File: src/rtl/ttc_count_sched24.sv
// Per-channel clock-control registers and prescalers producing count-enable pulses for three timer counters.
// Optional external count-clock path is built only when TTC_EXT_CLK_EN is defined.
module ttc_count_sched24 (
    input  logic        pclk24,
    input  logic        p_reset24,
    input  logic [15:0] pwdata24,
    input  logic [2:0]  clk_ctrl_reg_sel24,
    input  logic        sync_restart24,
    input  logic [2:0]  ext_clk24,
    output logic [20:0] clk_ctrl_reg_out24,
    output logic [2:0]  count_en24
);

    logic [2:0][6:0]  ctrl_r;
    logic [2:0][15:0] pre_cnt_r;
    logic [2:0]       en_r;
    logic [2:0][15:0] limit_s;
    logic [2:0]       tick_s;
    logic [6:0]       wr_data_s;
    logic             unused_s;

    // Terminal count for divide-by-2^(N+1); N=15 yields 16'hFFFF.
    function automatic logic [15:0] wrap_limit(input logic [3:0] n);
        logic [16:0] full;
        full = (17'd1 << ({1'b0, n} + 5'd1)) - 17'd1;
        return full[15:0];
    endfunction

`ifdef TTC_EXT_CLK_EN
    logic [2:0] sync1_r;
    logic [2:0] sync2_r;
    logic [2:0] hist_r;

    assign wr_data_s = pwdata24[6:0];
    assign unused_s  = ^pwdata24[15:7];

    // Synchronize external clocks; history flop tracks regardless of selected source.
    always_ff @(posedge pclk24 or posedge p_reset24) begin
        if (p_reset24) begin
            sync1_r <= 3'b000;
            sync2_r <= 3'b000;
            hist_r  <= 3'b000;
        end else begin
            sync1_r <= ext_clk24;
            sync2_r <= sync1_r;
            hist_r  <= sync2_r;
        end
    end

    // Select tick source and edge direction per channel.
    always_comb begin
        tick_s = 3'b000;
        for (int i = 0; i < 3; i++) begin
            if (ctrl_r[i][5]) begin
                if (ctrl_r[i][6]) begin
                    tick_s[i] = hist_r[i] & ~sync2_r[i];
                end else begin
                    tick_s[i] = sync2_r[i] & ~hist_r[i];
                end
            end else begin
                tick_s[i] = 1'b1;
            end
        end
    end
`else
    // Without the external path, source and edge bits are forced to zero.
    assign wr_data_s = {2'b00, pwdata24[4:0]};
    assign unused_s  = ^{ext_clk24, pwdata24[15:5]};

    // Every pclk24 cycle is a tick.
    always_comb begin
        tick_s = 3'b111;
    end
`endif

    // Per-channel terminal count from the stored prescale value.
    always_comb begin
        limit_s = '0;
        for (int i = 0; i < 3; i++) begin
            limit_s[i] = wrap_limit(ctrl_r[i][4:1]);
        end
    end

    // Register loads, prescale counting and count-enable generation.
    always_ff @(posedge pclk24 or posedge p_reset24) begin
        if (p_reset24) begin
            ctrl_r    <= '0;
            pre_cnt_r <= '0;
            en_r      <= 3'b000;
        end else begin
            for (int i = 0; i < 3; i++) begin
                if (clk_ctrl_reg_sel24[i]) begin
                    ctrl_r[i] <= wr_data_s;
                end
                // A write or restart discards any tick seen this cycle.
                if (clk_ctrl_reg_sel24[i] || sync_restart24) begin
                    pre_cnt_r[i] <= 16'd0;
                    en_r[i]      <= 1'b0;
                end else if (tick_s[i]) begin
                    if (!ctrl_r[i][0]) begin
                        pre_cnt_r[i] <= 16'd0;
                        en_r[i]      <= 1'b1;
                    end else if (pre_cnt_r[i] == limit_s[i]) begin
                        pre_cnt_r[i] <= 16'd0;
                        en_r[i]      <= 1'b1;
                    end else begin
                        pre_cnt_r[i] <= pre_cnt_r[i] + 16'd1;
                        en_r[i]      <= 1'b0;
                    end
                end else begin
                    en_r[i] <= 1'b0;
                end
            end
        end
    end

    assign clk_ctrl_reg_out24 = {ctrl_r[2], ctrl_r[1], ctrl_r[0]};
    assign count_en24         = en_r;

endmodule

File: config.mk
export PLATFORM = sky130hd
export DESIGN_NAME = ttc_count_sched24
export DESIGN_NICKNAME = d
export VERILOG_FILES = /design/src/rtl/ttc_count_sched24.sv
export SDC_FILE = /design/constraint.sdc
export NUM_CORES = 1
export LEC_CHECK = 0
export BUFFER_PORTS_ARGS = -buffer_cell sky130_fd_sc_hd__buf_2
export CORE_AREA = 5 5 91 93
export DETAILED_ROUTE_END_ITERATION = 8
export DIE_AREA = 0 0 96 98
export PLACE_DENSITY = 0.85
export SKIP_LAST_GASP = 1
export SLEW_MARGIN = 20
export SYNTH_ARGS = -nofsm -noshare
export SYNTH_HDL_FRONTEND = slang
export SYNTH_SLANG_ARGS = --single-unit
export TNS_END_PERCENT = 10
File: constraint.sdc
create_clock -name pclk24 -period 8.5 [get_ports pclk24]
set_input_delay 1.7 -clock pclk24 [delete_from_list [all_inputs] [get_ports pclk24]]
set_output_delay 1.7 -clock pclk24 [all_outputs]
set_load 0.05 [all_outputs]
Word level (Yosys, flattened, before mapping)
Cells that the tools add are included.
{"block": "word_totals", "in_bits": 25, "wordCells": 43, "output_inout_bits": 24, "regBits": 66}
{"block": "classes", "eq_ne": 3, "shift": 3, "n_reduce_logical": 3, "add_sub_neg": 9, "mux": 18}
{"cell": "two-way mux 16 bit", "n": 9}
{"cell": "adder 16 x 1 -> 16 bit, second input constant", "n": 3}
{"cell": "equality test 16 bit", "n": 3}
{"cell": "<< shifter 1 x 5 -> 16 bit, first input constant", "n": 3}
{"cell": "subtractor 16 x 1 -> 16 bit, second input constant", "n": 3}
{"cell": "adder 4 x 1 -> 5 bit, second input constant", "n": 3}
{"cell": "two-way mux 1 bit", "n": 9}
{"cell": "logical OR 1 bit", "n": 3}

Depth between registers and ports, before layout
Gate-level depths: netlist (run 1).
{"block": "logic_depth", "ltp_word": 7, "mapped_depth": 14, "depth_no_buf": 10}

Least setup slack after synthesis (run 1)
OpenSTA, ideal clock, no wires.
{"block": "synth_path", "path_type": "register to register", "from": "register ctrl_r, in the netlist clk_ctrl_reg_out24[17]", "to": "register pre_cnt_r[38] (netlist name)", "t_required_ns": 8.381, "setup_slack_ns": 4.911, "arrival_time_ns": 3.470, "path_stages_with_launch": 14, "setup_ns": 0.119, "period_less_slack_ns": 3.589, "path_buffers": 3, "path_cell_list": "dfrtp_1 > clkbuf_1 > clkbuf_1 > nor2_1 > nand2_1 > ha_1 > or4b_4 > a21o_1 > a311oi_1 > o211ai_1 > or4_4 > nand3_4 > buf_12 > nor2_2"}
{"block": "synth_between", "elab_chain_len": 7}
{"element": "from (decl)", "line": "14", "source": "logic [2:0][6:0] ctrl_r;"}
{"element": "from (signal, indexed assignment)", "line": "93", "source": "ctrl_r[i] <= wr_data_s;"}
{"element": "adder 4 x 1 -> 5 bit", "line": "25", "source": "full = (17'd1 << ({1'b0, n} + 5'd1)) - 17'd1;"}
{"element": "<< shifter 1 x 5 -> 16 bit", "line": "25"}
{"element": "subtractor 16 x 1 -> 16 bit", "line": "25"}
{"element": "equality test 16 bit", "line": "103", "source": "end else if (pre_cnt_r[i] == limit_s[i]) begin"}
{"element": "two-way mux 16 bit", "line": "103"}
{"element": "two-way mux 16 bit", "line": "100", "source": "if (!ctrl_r[i][0]) begin"}
{"element": "two-way mux 16 bit", "line": "96", "source": "if (clk_ctrl_reg_sel24[i] || sync_restart24) begin"}
{"element": "to (signal, indexed assignment)", "line": "107", "source": "pre_cnt_r[i] <= pre_cnt_r[i] + 16'd1;"}
{"element": "to (decl)", "line": "15", "source": "logic [2:0][15:0] pre_cnt_r;"}
Every way passes these cells.
A chain may end at the register's enable or synchronous reset.

Worst setup path in the final report (run 1)
{"block": "layout_path", "from": "register ctrl_r, in the netlist clk_ctrl_reg_out24[15]", "to": "register pre_cnt_r[37] (netlist name)"}
Same word-level chain as after synthesis.

==> impl_metrics.csv, run 1 <==
group,metric,value,unit
synthesis,synth_ff_type,"dfrtp_1",
floorplanning,die-width,96,µm
layout,synthToLayoutAreaGrowth,5.70,%
setup_path,cp_slowest_stage_delay,0.82,ns
setup_path,crit_type,"reg -> reg",
synthesis,avgSynthCellArea,8.61,µm²
clocking,clkSinkCount,66,
layout,layout.nets,568,
layout,regArea,1650,µm²
power_and_ir_drop,pwr-share-comb,19.4,%
floorplanning,core_area,7450,µm²
routing,post-route-drc-count,0,
grt,antenna_found_initial,0,
timing,tightest_slew,0.828,ns
synthesis,ys_types,64,
timing,rsz0062_at_grt,"no",
grt,grt_pass1_wl,18000,µm
floorplanning,io-pin-count,49,
clocking,clk_latency,0.34,ns
synthesis,synth_top_area_share,35.8,%
clocking,cts_buffers,9,
clocking,clkTransAtPathRegs,0.07,ns
routing,totalWireLength,10400,µm
timing,finalCritPeriodShare,43.6,%
layout,num-fill-cells,624,
grt,grt_max_degree,67,
routing,avgViaCountPerCell,6.27,
synthesis,synth_area_leaders,"dfrtp_1, xnor2_1, xor2_1, nor2_1, nand3_1",
synthesis,syn_area,4610,µm²
routing,wl_per_cell,16.1,µm
floorplanning,chipHeight,98,µm
layout,drive_gt1_share,14.4,%
clocking,post_cts_resize_count,0,
setup_path,path_max_fanout,26,
clocking,h-tree-depth,3,
timing,fin_setup_tns,0,ns
setup_path,regToRegEndpoint,"pre_cnt_r[37]",
timing,period_minus_slack,3.71,ns
layout,antenna_cells,0,
timing,slew_violations,0,
synthesis,synth_edf_count,0,
setup_path,ff2ff_path_depth,10,
power_and_ir_drop,power.leakage,1.93,nW
setup_path,cp-start-kind,"flip-flop",
grt,grt_pass1_vias,3756,
power_and_ir_drop,pwr-share-clk,33.2,%
synthesis,synth_commonest_cells,"dfrtp_1, nor2_1, nand2_1",
grt,globalRouteTotalUtil,23.6,%
setup_path,cp_num_buf_inv,0,
routing,ant_nets,0,
grt,grt_overflow,0,
power_and_ir_drop,p_sw_share,34.1,%
placed_design,portBuffers,28,
setup_path,cp.depth,10,
clocking,cts-root-buf,"clkbuf_8",
routing,drt-initial-drc-count,262,
setup_path,path_cells,"nor2_1 > nand2_1 > ha_1 > or4b_4 > a21o_1 > a311oi_1 > o211ai_1 > or4_4 > nand3_4 > nor2_1",
clocking,hold_buffers,0,
setup_path,cp-end-kind,"flip-flop",
timing,setup_viol,0,
run_status,outcome,"complete, no violations",
routing,first_pass_iters,5,
power_and_ir_drop,seq_power_share,47.4,%
synthesis,yosysTopAreaCell,"dfrtp_1",
routing,num_vias,4040,
synthesis,synth-warning-count,0,
setup_path,cp_top_family,"simple AND/OR/NAND/NOR gates",
placed_design,dp.final_hpwl,7160,µm
timing,skew,0.00656,ns
setup_path,rr_startpoint,"clk_ctrl_reg_out24[15]",
synthesis,ys_ff_latch,66,
setup_path,slowest_stage,"dfrtp_1",
flow_run,cap_violations,0,
power_and_ir_drop,switching_power,256,µW
synthesis,synth.most_common_cell,"dfrtp_1",
setup_path,cp.arrival,3.93,ns
layout,multi_input_area,2700,µm²
floorplanning,start_util,61.9,%
setup_path,cpMostUsedCell,"nor2_1",
clocking,cts_setup_buffers,0,
synthesis,synthCells,536,
synthesis,synth.yosys.seq_area_share,35.8,%
timing,final_hold_viol_count,0,
clocking,cts_tree,"built",
floorplanning,rows,32,
power_and_ir_drop,p_total,751,µW
setup_path,crit_end,"pre_cnt_r[37]",
clocking,clockBufferDepth,2,
setup_path,cp.required,8.73,ns
timing,fmax,270,MHz
synthesis,async_reset_ff_share,100,%
power_and_ir_drop,pwr_density_cell,154,nW/µm²
timing,slew_headroom,44.8,%
placed_design,gp_congestion,0.970,
setup_path,regToRegSetupSlack,4.79,ns
setup_path,critPathLaunch,"clk_ctrl_reg_out24[15]",
worst_hold_path,holdCritPathClass,"reg -> reg",
power_and_ir_drop,p_int,495,µW
floorplanning,die-area,9410,µm²
power_and_ir_drop,peakVddDrop,0.0000954,V
==> per-layer routing <==
layer,up-vias,GRT usage (%),wire [µm]
li1,1902,-,-
met1,1957,33.9,4440
met2,167,35.8,4990
met3,14,5.08,823
met4,0,6.56,130
met5,-,0,0
==> final cells by class <==
type / instances / area share [%]
flip-flops and latches: 66 / 33.9
multi-input cells: 416 / 55.4
inverters: 14 / 1.08
clock inverters: 5 / 0.770
repair buffers: 30 / 3.18
well taps: 102 / 2.62
clock buffers: 11 / 3.10
==> worst register-to-register path, delay by kind of cell, from the launching register on <==
family | cells | cell delay [ns]
compound gates | 3 | 0.60
flops | 1 | 0.82
simple gates | 6 | 1.72
fa+ha+maj | 1 | 0.46
==> flip-flops by register name, summed over array words and instances (netlist names) <==
| register | flops |
|---|---|
| clk_ctrl_reg_out24 | 15 |
| pre_cnt_r | 48 |
| count_en24 | 3 |
==> cells by family after synthesis <==
group | count (synthesis) | synth area share [%]
other | 2 | 0.163
muxes | 11 | 2.66
xor gates and xnor gates | 62 | 11.8
and+or+nand+nor | 228 | 26.9
adders and majority gates | 6 | 1.63
buffers and inverters | 61 | 6.24
AOI/OAI and AO/OA | 100 | 14.9
DFF | 66 | 35.8
==> cell usage in the layout, fill, tap and decap left out, drive strengths merged, types with 3 or more instances in the layout <==
master,n
a21boi,5
dfrtp,66
or4,4
nor2,61
and3,13
mux2,10
nand4,12
o41ai,3
o21a,6
or3b,6
nand2,33
ha,6
o211ai,3
a311oi,7
a22oi,5
nor3,15
clkbuf,11
xor2,30
o31ai,4
o22ai,4
nand3b,7
o21ai,18
xnor2,32
nor2b,4
and2,6
o2111ai,3
buf,30
a21oi,23
nand3,32
nor4b,3
nor4,17
inv,15
conb,9
nand2b,5
a211oi,3
a21o,5
==> metrics by stage <==
step | util [%] | hold WS, ns | setup slack [ns] | cell area [µm²] | cells
2_1_floorplan | - | 0.467 | 4.91 | 4640 | 543
3_3_place_gp | 62.9 | 0.517 | 4.95 | 4690 | 628
3_5_place_dp | 62.9 | 0.535 | 4.85 | 4690 | 628
4_1_cts | 65.5 | 0.547 | 4.84 | 4880 | 644
5_1_grt | 65.5 | 0.584 | 4.57 | 4880 | 644
6_report | 65.5 | 0.540 | 4.79 | 4880 | 644
==> worst min-delay path by stage <==
| stage | startpoint | endpoint | slack, ns | cells past startpoint |
|---|---|---|---|---|
| floorplan | pre_cnt_r[16] | pre_cnt_r[16] | 0.47 | 1 |
| global placement | pre_cnt_r[0] | pre_cnt_r[0] | 0.52 | 1 |
| detailed placement | pre_cnt_r[0] | pre_cnt_r[0] | 0.53 | 1 |
| CTS | pre_cnt_r[0] | pre_cnt_r[0] | 0.55 | 1 |
| global route | pre_cnt_r[32] | pre_cnt_r[32] | 0.58 | 1 |
| finish | pre_cnt_r[0] | pre_cnt_r[0] | 0.54 | 1 |
==> power by group through the flow <==
stage                     Sequential, mW  Combinational (mW)  Clock (mW)
after floorplan                    0.363               0.115           0
after global placement             0.359               0.141           0
after global routing               0.359               0.159       0.270
after CTS                          0.355               0.145       0.255
final                              0.356               0.146       0.250
after detailed placement           0.361               0.145           0
Power figures use the tool's default switching activity.
==> inputs of run 2 (changes only) <==
--- a/config.mk
+++ b/config.mk
@@ -6,10 +6,10 @@
 export NUM_CORES = 1
 export LEC_CHECK = 0
 export BUFFER_PORTS_ARGS = -buffer_cell sky130_fd_sc_hd__buf_2
-export CORE_AREA = 5 5 91 93
+export CORE_AREA = 5 5 94 96
 export DETAILED_ROUTE_END_ITERATION = 8
-export DIE_AREA = 0 0 96 98
-export PLACE_DENSITY = 0.85
+export DIE_AREA = 0 0 99 101
+export PLACE_DENSITY = 0.8
 export SKIP_LAST_GASP = 1
 export SLEW_MARGIN = 20
 export SYNTH_ARGS = -nofsm -noshare
==> constraint.sdc (replaced) <==
create_clock -name pclk24 -period 3.8 [get_ports pclk24]
set_input_delay 0.76 -clock pclk24 [delete_from_list [all_inputs] [get_ports pclk24]]
set_output_delay 0.76 -clock pclk24 [all_outputs]
set_load 0.05 [all_outputs]
==> impl_metrics.csv, run 2 (synthesis gave the netlist of run 1 again) <==
group,metric,value,unit
run_status,outcome,"complete, no violations",
floorplanning,die-area,10000,µm²
clocking,cts_setup_buffers,0,
grt,globalRouteTotalUtil,22.2,%
floorplanning,core_area,7970,µm²
setup_path,path_cells,"nor2_1 > nand2_1 > ha_1 > inv_1 > o41ai_1 > o21ai_0 > a22oi_1 > nand4_1 > o41ai_2 > buf_4 > nor4_1",
routing,post-route-drc-count,0,
routing,ant_nets,0,
clocking,clk_latency,0.35,ns
layout,largest_register,"pre_cnt_r",
layout,layout.nets,579,
floorplanning,io-pin-count,49,
grt,use_met2,34.0,%
setup_path,cp_num_buf_inv,2,
timing,setup_viol,0,
grt,grt_pass1_vias,3766,
floorplanning,chipHeight,101,µm
grt,top_usage_layer,"met2",
setup_path,cp_slowest_stage_delay,0.64,ns
clocking,cts_tree,"built",
placed_design,dp.final_hpwl,7250,µm
flow_run,cap_violations,0,
clocking,cts-root-buf,"clkbuf_8",
clocking,clockBufferDepth,2,
power_and_ir_drop,seq_power_share,42.0,%
floorplanning,rows,33,
grt,use_met1,31.9,%
routing,first_pass_iters,4,
timing,fmax,300,MHz
floorplanning,die-width,99,µm
timing,rsz0062_at_grt,"no",
power_and_ir_drop,power.leakage,1.99,nW
layout,num-fill-cells,670,
setup_path,path_max_fanout,15,
routing,totalWireLength,10500,µm
layout,regArea,1650,µm²
power_and_ir_drop,p_sw_share,32.8,%
layout,drive_gt1_share,16.1,%
floorplanning,start_util,57.9,%
power_and_ir_drop,pwr-share-clk,35.7,%
setup_path,crit_type,"reg -> reg",
clocking,cts_buffers,9,
setup_path,cp-start-kind,"flip-flop",
setup_path,cp.required,4.01,ns
timing,tightest_slew,0.860,ns
timing,skew,0.0105,ns
clocking,h-tree-depth,3,
timing,slew_headroom,42.6,%
placed_design,portBuffers,28,
power_and_ir_drop,switching_power,581,µW
layout,synthToLayoutAreaGrowth,8.08,%
grt,globalRouteMet3Util,3.18,%
clocking,post_cts_resize_count,0,
timing,fin_setup_tns,0,ns
placed_design,gp_congestion,0.855,
clocking,clkTransAtPathRegs,0.07,ns
layout,antenna_cells,0,
layout,largest_reg_flops,48,
clocking,hold_buffers,0,
grt,grt_overflow,0,
placed_design,place_inst,642,
setup_path,cp-end-kind,"flip-flop",
routing,num_vias,4012,
grt,antenna_found_initial,0,
timing,period_minus_slack,3.34,ns
grt,grt_max_degree,43,
clocking,clkSinkCount,66,
routing,wl_per_cell,15.9,µm
routing,drt-initial-drc-count,282,
timing,slew_violations,0,
placed_design,placed_cell_area,4770,µm²
layout,final_cell_mix,"dfrtp_1, nor2_1, nand2_1",
timing,finalCritPeriodShare,87.8,%
setup_path,slowest_stage,"dfrtp_1",
layout,layout_commonest_cell,"dfrtp_1",
power_and_ir_drop,pwr_density_cell,355,nW/µm²
setup_path,cp_top_family,"compound AO/OA/AOI/OAI gates",
setup_path,cp.arrival,3.55,ns
power_and_ir_drop,p_int,1.19,mW
power_and_ir_drop,peakVddDrop,0.000197,V
layout,finalNonFillerCells,658,
worst_hold_path,holdCritPathClass,"reg -> reg",
layout,multi_input_area,2700,µm²
routing,avgViaCountPerCell,6.10,
timing,final_hold_viol_count,0,
layout,final_area,4990,µm²
grt,grt_pass1_wl,18200,µm
power_and_ir_drop,pwr-share-comb,22.4,%
run 2: area by class of cell:
type | instances | share of cell area [%]
tap | 105 | 2.63
sequential | 66 | 33.1
multi-input combinational | 416 | 54.2
inverter | 14 | 1.05
clock buffer | 11 | 3.04
clock inverter | 5 | 1.23
timing repair buffer | 41 | 4.77
run 2: layer usage:
metal / vias to the layer above / part of all wire (%)
met5: - / 0
met4: 0 / 1.6
met3: 17 / 6.1
met2: 136 / 46
met1: 1931 / 46
li1: 1928 / -
run 2: worst paths after layout:
path                            endpoint  slack [ns]  cells after the start             startpoint
max                        pre_cnt_r[27]        0.46                     11  clk_ctrl_reg_out24[8]
min reg2reg                 pre_cnt_r[0]        0.53                      1           pre_cnt_r[0]
max reg2reg                pre_cnt_r[27]        0.46                     11  clk_ctrl_reg_out24[8]
max in group asynchronous  pre_cnt_r[25]        2.48                      3              p_reset24
min                         pre_cnt_r[0]        0.53                      1           pre_cnt_r[0]
min in group asynchronous  pre_cnt_r[38]        0.59                      2              p_reset24
run 2: through the flow:
stage	worst slack (ns)	util [%]	hold WS, ns	total power, mW
2_1_floorplan	0.211	-	0.467	1.07
3_3_place_gp	0.620	59.9	0.517	1.14
3_5_place_dp	0.540	59.9	0.510	1.15
4_1_cts	0.514	62.6	0.523	1.77
5_1_grt	0.253	62.6	0.548	1.85
6_report	0.464	62.6	0.531	1.77
run 2: power groups by stage:
stage / clock, mW / sequential [mW] / combinational, mW
finish: 0.631 / 0.743 / 0.396
global route: 0.669 / 0.746 / 0.431
CTS: 0.632 / 0.742 / 0.394
detailed placement: 0 / 0.756 / 0.392
global placement: 0 / 0.755 / 0.383
floorplan: 0 / 0.812 / 0.258
